### config.mk
export PLATFORM = sky130hd
export DESIGN_NAME = ctrl_decode_stage
export DESIGN_NICKNAME = d
export VERILOG_FILES = /design/src/rtl/ctrl_decode_stage.sv
export SDC_FILE = /design/constraint.sdc
export NUM_CORES = 1
export LEC_CHECK = 0
export CORE_UTILIZATION = 35
export DETAILED_ROUTE_END_ITERATION = 8
export GPL_ROUTABILITY_DRIVEN = 0
export PLACE_DENSITY = 0.64
export SETUP_SLACK_MARGIN = 0.05
export SLEW_MARGIN = 30
export SYNTH_ARGS = -nofsm -noshare
export SYNTH_HDL_FRONTEND = slang
export SYNTH_SLANG_ARGS = --single-unit
### constraint.sdc
create_clock -name clk -period 4.07 [get_ports clk]
set_input_delay 0.814 -clock clk [delete_from_list [all_inputs] [get_ports clk]]
set_output_delay 0.814 -clock clk [all_outputs]
set_load 0.01 [all_outputs]
### src/rtl/ctrl_decode_stage.sv
// MIPS ID control stage: decodes one accepted instruction into a registered control bundle (1-cycle latency).
// Backpressure: holds the bundle while out_ready is low; stalls intake on load-use hazards and during flush.
module ctrl_decode_stage #(
  parameter int XLEN    = 32,
  parameter int CNT_W   = 8,
  parameter int EXT_OPS = 1
) (
  input  logic             clk,
  input  logic             rst_n,
  input  logic [31:0]      instr,
  input  logic             in_valid,
  output logic             in_ready,
  input  logic             flush,
  output logic             out_valid,
  input  logic             out_ready,
  output logic             out_reg_write,
  output logic             out_mem_to_reg,
  output logic             out_mem_write,
  output logic             out_branch,
  output logic             out_alu_src,
  output logic             out_alu_src_shamt,
  output logic             out_reg_dst,
  output logic             out_jump,
  output logic             out_link,
  output logic             out_jump_reg,
  output logic             out_illegal,
  output logic [3:0]       out_alu_control,
  output logic [4:0]       out_rs,
  output logic [4:0]       out_rt,
  output logic [4:0]       out_dest,
  output logic [4:0]       out_shamt,
  output logic [XLEN-1:0]  out_imm,
  output logic [CNT_W-1:0] illegal_cnt
);

  localparam logic [3:0] ALU_AND  = 4'b0000;
  localparam logic [3:0] ALU_OR   = 4'b0001;
  localparam logic [3:0] ALU_ADD  = 4'b0010;
  localparam logic [3:0] ALU_XOR  = 4'b0011;
  localparam logic [3:0] ALU_SLL  = 4'b0100;
  localparam logic [3:0] ALU_SRL  = 4'b0101;
  localparam logic [3:0] ALU_SUB  = 4'b0110;
  localparam logic [3:0] ALU_SLT  = 4'b0111;
  localparam logic [3:0] ALU_SRA  = 4'b1000;
  localparam logic [3:0] ALU_BEQ  = 4'b1001;
  localparam logic [3:0] ALU_BNE  = 4'b1010;
  localparam logic [3:0] ALU_ILL  = 4'b1011;
  localparam logic [3:0] ALU_NOR  = 4'b1100;
  localparam logic [3:0] ALU_J    = 4'b1101;
  localparam logic [3:0] ALU_JR   = 4'b1110;
  localparam logic [3:0] ALU_SLTU = 4'b1111;

  localparam logic [1:0] IMM_NONE = 2'd0;
  localparam logic [1:0] IMM_SX   = 2'd1;
  localparam logic [1:0] IMM_ZX   = 2'd2;

  typedef struct packed {
    logic            reg_write;
    logic            mem_to_reg;
    logic            mem_write;
    logic            branch;
    logic            alu_src;
    logic            alu_src_shamt;
    logic            reg_dst;
    logic            jump;
    logic            link;
    logic            jump_reg;
    logic            illegal;
    logic [3:0]      alu_control;
    logic [4:0]      rs;
    logic [4:0]      rt;
    logic [4:0]      dest;
    logic [4:0]      shamt;
    logic [XLEN-1:0] imm;
  } bundle_t;

  logic [5:0] opcode, funct;
  logic [4:0] rs, rt, rd, shamt;

  assign opcode = instr[31:26];
  assign funct  = instr[5:0];
  assign rs     = instr[25:21];
  assign rt     = instr[20:16];
  assign rd     = instr[15:11];
  assign shamt  = instr[10:6];

  bundle_t    dec;
  logic       legal;
  logic [1:0] imm_mode;

  always_comb begin
    dec       = '0;
    legal     = 1'b1;
    imm_mode  = IMM_NONE;
    case (opcode)
      6'h00: begin
        dec.reg_write = 1'b1;
        dec.reg_dst   = 1'b1;
        case (funct)
          6'h20, 6'h21: dec.alu_control = ALU_ADD;
          6'h22, 6'h23: dec.alu_control = ALU_SUB;
          6'h24:        dec.alu_control = ALU_AND;
          6'h25:        dec.alu_control = ALU_OR;
          6'h26:        dec.alu_control = ALU_XOR;
          6'h27:        dec.alu_control = ALU_NOR;
          6'h2a:        dec.alu_control = ALU_SLT;
          6'h00: begin dec.alu_control = ALU_SLL; dec.alu_src_shamt = 1'b1; end
          6'h02: begin dec.alu_control = ALU_SRL; dec.alu_src_shamt = 1'b1; end
          6'h03: begin dec.alu_control = ALU_SRA; dec.alu_src_shamt = 1'b1; end
          6'h04:        dec.alu_control = ALU_SLL;
          6'h06:        dec.alu_control = ALU_SRL;
          6'h07:        dec.alu_control = ALU_SRA;
          6'h08: begin
            dec.reg_write   = 1'b0;
            dec.reg_dst     = 1'b0;
            dec.jump_reg    = 1'b1;
            dec.alu_control = ALU_JR;
          end
          6'h2b: begin dec.alu_control = ALU_SLTU; legal = (EXT_OPS != 0); end
          default:      legal = 1'b0;
        endcase
      end
      6'h08, 6'h09: begin dec.alu_control = ALU_ADD; dec.alu_src = 1'b1; dec.reg_write = 1'b1; imm_mode = IMM_SX; end
      6'h0a: begin
        dec.alu_control = ALU_SLT; dec.alu_src = 1'b1; dec.reg_write = 1'b1; imm_mode = IMM_SX;
        legal = (EXT_OPS != 0);
      end
      6'h0c: begin dec.alu_control = ALU_AND; dec.alu_src = 1'b1; dec.reg_write = 1'b1; imm_mode = IMM_ZX; end
      6'h0d: begin dec.alu_control = ALU_OR;  dec.alu_src = 1'b1; dec.reg_write = 1'b1; imm_mode = IMM_ZX; end
      6'h0e: begin dec.alu_control = ALU_XOR; dec.alu_src = 1'b1; dec.reg_write = 1'b1; imm_mode = IMM_ZX; end
      6'h04: begin dec.alu_control = ALU_BEQ; dec.branch = 1'b1; imm_mode = IMM_SX; end
      6'h05: begin dec.alu_control = ALU_BNE; dec.branch = 1'b1; imm_mode = IMM_SX; end
      6'h23: begin
        dec.alu_control = ALU_ADD; dec.alu_src = 1'b1; dec.reg_write = 1'b1;
        dec.mem_to_reg  = 1'b1;    imm_mode = IMM_SX;
      end
      6'h2b: begin dec.alu_control = ALU_ADD; dec.alu_src = 1'b1; dec.mem_write = 1'b1; imm_mode = IMM_SX; end
      6'h02: begin dec.alu_control = ALU_J; dec.jump = 1'b1; end
      6'h03: begin dec.alu_control = ALU_J; dec.jump = 1'b1; dec.link = 1'b1; dec.reg_write = 1'b1; end
      default: legal = 1'b0;
    endcase

    if (!legal) begin
      dec             = '0;
      dec.illegal     = 1'b1;
      dec.alu_control = ALU_ILL;
      imm_mode        = IMM_NONE;
    end

    dec.rs    = rs;
    dec.rt    = rt;
    dec.shamt = shamt;
    // Destination only exists for writers; jal always links into $31.
    if (dec.reg_write) dec.dest = dec.link ? 5'd31 : (dec.reg_dst ? rd : rt);
    case (imm_mode)
      IMM_SX:  dec.imm = {{(XLEN-16){instr[15]}}, instr[15:0]};
      IMM_ZX:  dec.imm = {{(XLEN-16){1'b0}}, instr[15:0]};
      default: dec.imm = '0;
    endcase
  end

  bundle_t           bundle_q, bundle_d;
  logic              valid_q, valid_d;
  logic [CNT_W-1:0]  cnt_q, cnt_d;
  logic              uses_rt, hazard, accept;

  assign uses_rt = (opcode == 6'h00) || (opcode == 6'h04) || (opcode == 6'h05) || (opcode == 6'h2b);
  // Load-use: a held lw whose destination feeds the incoming instruction blocks intake.
  assign hazard  = valid_q && bundle_q.mem_to_reg && (bundle_q.dest != 5'd0) &&
                   ((bundle_q.dest == rs) || (uses_rt && (bundle_q.dest == rt)));
  assign in_ready = (!valid_q || out_ready) && !hazard && !flush;
  assign accept   = in_valid && in_ready;

  always_comb begin
    valid_d  = valid_q;
    bundle_d = bundle_q;
    cnt_d    = cnt_q;
    if (accept) begin
      valid_d  = 1'b1;
      bundle_d = dec;
      if (dec.illegal && (cnt_q != {CNT_W{1'b1}})) cnt_d = cnt_q + CNT_W'(1);
    end else if (flush || out_ready) begin
      valid_d = 1'b0;
    end
  end

  always_ff @(posedge clk or negedge rst_n) begin
    if (!rst_n) begin
      valid_q  <= 1'b0;
      bundle_q <= '0;
      cnt_q    <= '0;
    end else begin
      valid_q  <= valid_d;
      bundle_q <= bundle_d;
      cnt_q    <= cnt_d;
    end
  end

  assign out_valid         = valid_q;
  assign out_reg_write     = bundle_q.reg_write;
  assign out_mem_to_reg    = bundle_q.mem_to_reg;
  assign out_mem_write     = bundle_q.mem_write;
  assign out_branch        = bundle_q.branch;
  assign out_alu_src       = bundle_q.alu_src;
  assign out_alu_src_shamt = bundle_q.alu_src_shamt;
  assign out_reg_dst       = bundle_q.reg_dst;
  assign out_jump          = bundle_q.jump;
  assign out_link          = bundle_q.link;
  assign out_jump_reg      = bundle_q.jump_reg;
  assign out_illegal       = bundle_q.illegal;
  assign out_alu_control   = bundle_q.alu_control;
  assign out_rs            = bundle_q.rs;
  assign out_rt            = bundle_q.rt;
  assign out_dest          = bundle_q.dest;
  assign out_shamt         = bundle_q.shamt;
  assign out_imm           = bundle_q.imm;
  assign illegal_cnt       = cnt_q;

endmodule

# Yosys cells after proc, flatten, opt, wreduce, memory -nomap -nowiden
# Cells that the tools add are included.
op_classes:
  add_sub_neg: 1
  n_mul: 0
  div_mod_pow: 0
  order_cmp: 0
  eq_ne: 33
  shifts: 0
  n_mux: 25
  n_bitwise: 0
  n_reduce_logical: 37
ops:
  columns: ["operator", "n"]
  rows:
  - ["== test 6 bit, second input constant", 12]
  - ["2-to-1 mux 67 bit", 1]
  - ["case mux 32 bit (2 select lines)", 1]
  - ["case mux 4 bit (11 select lines)", 1]
  - ["== test 6 x 4 -> 1 bit, second input constant", 7]
  - ["case mux 4 bit (8 select lines)", 1]
  - ["== test 6 x 3 -> 1 bit, second input constant", 5]
  - ["== test 6 x 2 -> 1 bit, second input constant", 4]
  - ["OR reduction 17 bit", 1]
  - ["OR reduction 8 bit", 2]
  - ["2-to-1 mux 5 bit", 3]
  - ["OR reduction 2 bit", 7]
  - ["2-to-1 mux 1 bit", 13]
  - ["zero test 6 bit", 2]
  - ["OR reduction 12 bit", 1]
  - ["== test 5 bit", 2]
  - ["adder 8 x 1 -> 8 bit, second input constant", 1]
  - ["logical AND 1 bit", 8]
  - ["inequality test 8 bit, second input constant", 1]
  - ["OR reduction 7 bit", 1]
  - ["logical OR 1 bit", 6]
  - ["OR reduction 3 bit", 2]
  - ["nonzero test 5 bit", 1]
  - ["2-to-1 mux 2 bit", 2]
  - ["other kinds (8)", 11]
totals:
  register_bits: 76
  latchBits: 0
  ram_bits: 0
  romBits: 0
  input_bits: 37
  output_inout_bits: 77
  elab_cells: 115
  mem_count: 0

# Logic depth before layout (Yosys ltp)
# Gate-level depths: netlist (run 1).
depth:
  word_depth: 12
  ltp_mapped: 13
  mapped_depth_nobuf: 11

# Worst setup path before layout (run 1)
# No wires, ideal clock.
synth_timing:
  path_type: "input -> register"
  startpoint: "input instr[29]"
  endpoint: "register bundle_q (netlist bit out_imm[1])"
  setup_ps: 83
  arrival_ps: 2777
  required_ps: 3987
  setup_slack_ps: 1210
  stages: 11
  path_buffers: 2
  cell_sequence: "clkbuf_1 a21bo_2 nor2_1 a31oi_1 o32ai_1 nor2b_1 ha_1 nor2_1 clkbuf_1 nand2_1 o21ai_0"
synth_via:
  elab_chain_cells: 11
  elab_cells_between_ends: 32
  classes_between: "eq/ne: 14; mux: 4; reduce/logical: 14"
synth_rtl:
  columns: ["item", "line_no", "rtl"]
  rows:
  - ["start: declaration", "10", "input logic [31:0] instr,"]
  - ["parallel branches: the longest is 11 deep, another holds case mux 32 bit (2 select lines)", null, null]
  - ["end signal: assignment", "194", "bundle_q <= bundle_d;"]
  - ["end: declaration", "162", "bundle_t bundle_q, bundle_d;"]
# Several ways; the timed one is not identified.
# A chain may end at the register's enable or synchronous reset.

# Worst setup path after layout (run 1)
layout_timing:
  startpoint: "input instr[25]"
  endpoint: "output in_ready"
layout_via:
  elab_chain_cells: 6
layout_rtl:
  columns: ["item", "line_no", "rtl"]
  rows:
  - ["== test 5 bit", "170", "((bundle_q.dest == rs) || (uses_rt && (bundle_q.dest == rt)));"]
  - ["logical OR 1 bit", "170", null]
  - ["logical AND 1 bit", "169", "assign hazard = valid_q && bundle_q.mem_to_reg && (bundle_q.dest != 5'd0) &&"]
  - ["zero test 1 bit", "171", "assign in_ready = (!valid_q || out_ready) && !hazard && !flush;"]
  - ["logical AND 1 bit (2 in a row)", "171", null]
  - ["end: declaration", "12", "output logic in_ready,"]
# No other way between the ends.

==> flow_summary.ini, run 1 <==
[floorplan]
rows = 35
fp.dieArea_um2 = 9834
ios = 114
dieWidth_um = 99.17
core_um2 = 9196
die_h_um = 99.17
start_util_pct = 35.93

[worst_setup_path]
worstPathRequired_ps = 3260
r2r_cells = 6
arrival_ps = 3030
end_kind = primary output
critPathKind = primary input to primary output
crit_fanout = 2
crit_path_start_kind = primary input

[clock_tree]
clk_pin_slew_ps = 80
clock_latency_ps = 340
ctsHoldBuffers = 0
cts_root_buf = clkbuf_8
cts_htree_levels = 3
cts_resized = 0
cts_tree = done
postCtsSetupBuffers = 0
cts_buffers = 9
clockBufferDepth = 2
clock-sinks = 61

[timing]
min_period_ps = 3848
slew_violations = 0
timing.final.crit_share_pct = 94.55
setup_ws_ps = 221.7
max_clock_freq_mhz = 259.9
hold_viol = 0
setup_tns_ps = 0
worstMarginPinSlew_ps = 733.6
maxSlewHeadroom_pct = 51.09
rsz0062_at_grt = no
fin_skew_ps = 8.855
setup_viol = 0

[place]
place_ws_ps = 219.8
post_dp_cell_area_um2 = 4453
port_buffers = 113
post-place-cells = 553
hpwl_mm = 6.520

[synth]
synth_area_um2 = 3304
synth-edff-count = 0
ys_warn_count = 0
postSynthCellCount = 355
ys.flop_type = dfrtp_1
ys_async_sr_fraction_pct = 100.0
ys_ff_latch = 61
ys_seq_area_share_pct = 46.19
synth_cell_types = 50
synthesis.nets = 395
avgSynthCellArea_um2 = 9.308

[finish]
largest_register_ff_count = 17
final_cell_mix = clkdlybuf4s50_1, nand2_1, dfrtp_1
layout.cells.non_filler = 569
final_common_cell = clkdlybuf4s50_1
diodes = 0
area_delta_synth_final_pct = 41.46
final_area_um2 = 4674
fin_nets = 493
drive_above_1_share_pct = 12.23

[power]
p_per_area_nw_per_um2 = 375.4
ir_worst_vdd_v = 0.0001783
pwr-share-seq_pct = 41.6
p_int_mw = 1.256
p_sw_mw = 0.4991
p_clk_share_pct = 34.8
cellLeakagePower_nw = 1.910
power_frac_comb_pct = 23.6
p_sw_share_pct = 28.44

[job]
drv_cap = 0

[grt]
overflow = 0
grt_pass1_wl_mm = 14.63
grt_pass1_vias = 2832
grt_max_degree = 49
grt_usage_pct = 19.22
antenna_found_initial = 0

[drt]
vias_per_cell = 5.023
drc_errors = 0
wl_per_cell_um = 15.46
vias = 2858
ant_nets = 0
wl_mm = 8.795
first_pass_iters = 4
drtIter0Drc = 100

[run_status]
status = complete, no violations

[min_path]
hold_class = primary input to async pin
-- synthesized netlist by cell type (5+ instances only) --
library cell / n / area, um^2
nor2b_1: 7 / 43.79
inv_1: 6 / 22.52
buf_2: 5 / 25.02
nor2_1: 21 / 78.83
clkbuf_1: 11 / 41.29
a21oi_1: 9 / 45.04
nand2_1: 64 / 240.2
xor2_1: 7 / 61.31
xnor2_1: 8 / 70.07
nor3_1: 11 / 55.05
nand2b_1: 8 / 50.05
o41ai_1: 7 / 61.31
o21ai_0: 34 / 170.2
mux2_2: 19 / 214.0
dfrtp_1: 61 / 1526
buf_4: 18 / 135.1
-- metal layers --
metal	vias up	share of wire, %	global-route usage, %
li1	1412	-	-
met1	1340	48	27.01
met2	98	46	29.64
met3	8	5.5	4.357
met4	0	0.86	5.882
met5	-	0	0
-- cell families (layout without fill, tap and decap cells) --
family | after synthesis | count (layout) | share of synthesized area (%)
compound gates | 73 | 73 | 14.09
xor+xnor | 15 | 15 | 3.976
fa+ha+maj | 3 | 3 | 1.136
buf+inv | 45 | 148 | 8.027
flops | 61 | 61 | 46.19
mux | 20 | 20 | 6.778
simple gates | 138 | 138 | 19.80
-- final cells by class --
| type | instances | area (um^2) |
|---|---|---|
| Multi-Input combinational cell | 249 | 1514 |
| Clock buffer | 9 | 123.9 |
| Fill cell | 870 | 4522 |
| Clock inverter | 7 | 97.59 |
| Tap cell | 111 | 138.9 |
| Timing Repair Buffer | 126 | 1251 |
| Inverter | 6 | 22.52 |
| Sequential cell | 61 | 1526 |
-- power groups by stage --
stage | Sequential, mW | Clock (mW) | Combinational, mW
CTS | 0.731 | 0.623 | 0.420
global route | 0.743 | 0.662 | 0.451
global placement | 0.739 | 0 | 0.406
finish | 0.730 | 0.611 | 0.414
floorplan | 0.765 | 0 | 0.156
detailed placement | 0.742 | 0 | 0.417
-- through the flow --
stage	total power, mW	hold WS, ps	utilization, %
detailed placement	1.159	472.4	48.42
global route	1.855	509.0	50.83
finish	1.755	463.6	50.83
floorplan	0.9211	506.1	-
CTS	1.774	489.6	50.83
global placement	1.146	464.4	48.39
-- worst paths after layout --
path | from | endpoint | slack, ps
worst max-delay path | instr[25] | in_ready | 220
worst min-delay path | rst_n | illegal_cnt[3] | 460
worst max register to register | out_dest[4] | out_link | 1360
worst min register to register | out_reg_dst | out_reg_dst | 480
max in group asynchronous | rst_n | out_imm[0] | 2960
min in group clk | out_reg_dst | out_reg_dst | 480
-- critical path, stage by stage --
cell and delay [ps]:
clkdlybuf4s50_1 430, xor2_1 150, or4_1 490, nor4_1 350, a21oi_1 130, and3b_1 200, clkdlybuf4s50_1 470
Power figures use the tool's default switching activity.
==> inputs of run 2 (changes only) <==
- GPL_ROUTABILITY_DRIVEN: 0 -> not set
==> results of run 2 <==
The final DEF is identical to that of run 1; final timing and power are the same.
==> inputs of run 3 (changes only) <==
- REMOVE_ABC_BUFFERS: not set -> 1
==> run 3 against run 2 <==
Against the previous run:
- clock power decreased by 12%
- utilization decreased by 0.56 points
- design area is 1.1% lower
- highest routed layer unchanged
==> flow_summary.ini, run 3 (same netlist as run 1, synthesis figures left out) <==
[run_status]
status = complete, no violations

[min_path]
min-delay-start = out_alu_control[3]
hold_depth = 2
hold_class = register to register
hold_path_end = out_alu_control[3]

[finish]
fin_nets = 492
layout.cells.non_filler = 568
largest_register_ff_count = 17
diodes = 0
final_common_cell = clkdlybuf4s50_1
num-fill-cells = 875
area_delta_synth_final_pct = 39.91
drive_above_1_share_pct = 11.60
final_cell_mix = clkdlybuf4s50_1, nand2_1, dfrtp_1

[worst_setup_path]
cp_slowest_stage_delay_ps = 670
crit_chain = clkdlybuf4s50_1 -> nor2b_1 -> nand4_1 -> a211oi_1 -> a21oi_1 -> and3b_1 -> clkdlybuf4s50_1
cp_top_family = buffers and inverters
worstReg2RegStart = out_dest[4]
end_kind = primary output
crit_path_start_kind = primary input
cpMostUsedCell = clkdlybuf4s50_1
worst_path_max_delay_cell = clkdlybuf4s50_1
cp.buffers_inverters = 2
crit_fanout = 9
worstPathRequired_ps = 3260
reg2reg_to = out_illegal
arrival_ps = 2960
critPathKind = primary input to primary output
r2r_cells = 6
r2r_slack_ps = 1550

[grt]
grt_pass1_wl_mm = 13.73
overflow = 0
grt_usage_pct = 17.59
antenna_found_initial = 0
grt_pass1_vias = 2730
grt_max_degree = 53

[timing]
setup_viol = 0
maxSlewHeadroom_pct = 49.04
fin_skew_ps = 4.909
timing.final.crit_share_pct = 92.70
rsz0062_at_grt = no
hold_viol = 0
max_clock_freq_mhz = 265.0
setup_tns_ps = 0
min_period_ps = 3773
worstMarginPinSlew_ps = 764.5
slew_violations = 0

[clock_tree]
cts_htree_levels = 3
clk_pin_slew_ps = 60
ctsHoldBuffers = 0
cts_tree = done
clockBufferDepth = 2
cts_buffers = 9
postCtsSetupBuffers = 0
clock_latency_ps = 330
cts_resized = 0
clock-sinks = 61
cts_root_buf = clkbuf_8

[drt]
drc_errors = 0
drtIter0Drc = 118
vias_per_cell = 5.021
wl_mm = 8.336
wl_per_cell_um = 14.68
first_pass_iters = 4
ant_nets = 0
vias = 2852

[power]
p_per_area_nw_per_um2 = 360.9
cellLeakagePower_nw = 1.890
ir_worst_vdd_v = 0.0001524

[floorplan]
core_um2 = 9196
die_h_um = 99.17
ios = 114
dieWidth_um = 99.17
rows = 35
fp.dieArea_um2 = 9834
start_util_pct = 35.93

[place]
port_buffers = 113
routabilityCongestion = 0.8199
hpwl_mm = 6.135
post-place-cells = 552

[job]
drv_cap = 0
## run 3: worst max path at each step
stage / startpoint / to / slack [ps] / cells after the start
after floorplan: instr[25] / illegal_cnt[1] / 240 / 6
after global placement: instr[25] / in_ready / 320 / 7
after detailed placement: instr[27] / in_ready / 310 / 7
after CTS: instr[27] / in_ready / 300 / 7
after global routing: instr[31] / in_ready / 130 / 7
final: instr[27] / in_ready / 300 / 7
## run 3: worst min-delay path, cell delays in order (launching register included)
cell and delay (ps):
dfrtp_1 340, nand2_1 40, o21ai_0 60
## run 3: power by group
part	leakage (nW)	switching, mW	internal (mW)
sequential	0.794	0.0571	0.673
combinational	0.999	0.170	0.232
clock	0.0964	0.239	0.298
total	1.89	0.466	1.20
## run 3: through the flow
step	area, um^2	util [%]	hold slack [ps]	power, mW	setup WS (ps)
finish	4623	50.27	475.7	1.669	297.0
global route	4623	50.27	517.0	1.757	129.0
CTS	4623	50.27	483.7	1.689	301.1
detailed placement	4431	48.18	469.5	1.147	309.2
global placement	4431	48.18	461.5	1.141	318.8
floorplan	3062	-	511.5	0.8987	243.1
## run 3: layer usage
layer	wire (um)	vias to the layer above	GRT usage, %
met5	0	-	0
met3	420	7	5.341
met4	61	0	3.733
met2	3990	76	28.29
met1	3864	1360	23.56
li1	-	1409	-
## run 3: layout make-up
type | count | area, um^2 | share of cell area (%)
Clock inverter | 4 | 47.55 | 1.028
Clock buffer | 12 | 145.1 | 3.139
Multi-Input combinational cell | 249 | 1514 | 32.75
Sequential cell | 61 | 1526 | 33.02
Tap cell | 111 | 138.9 | 3.004
Timing Repair Buffer | 125 | 1229 | 26.58
Inverter | 6 | 22.52 | 0.4871
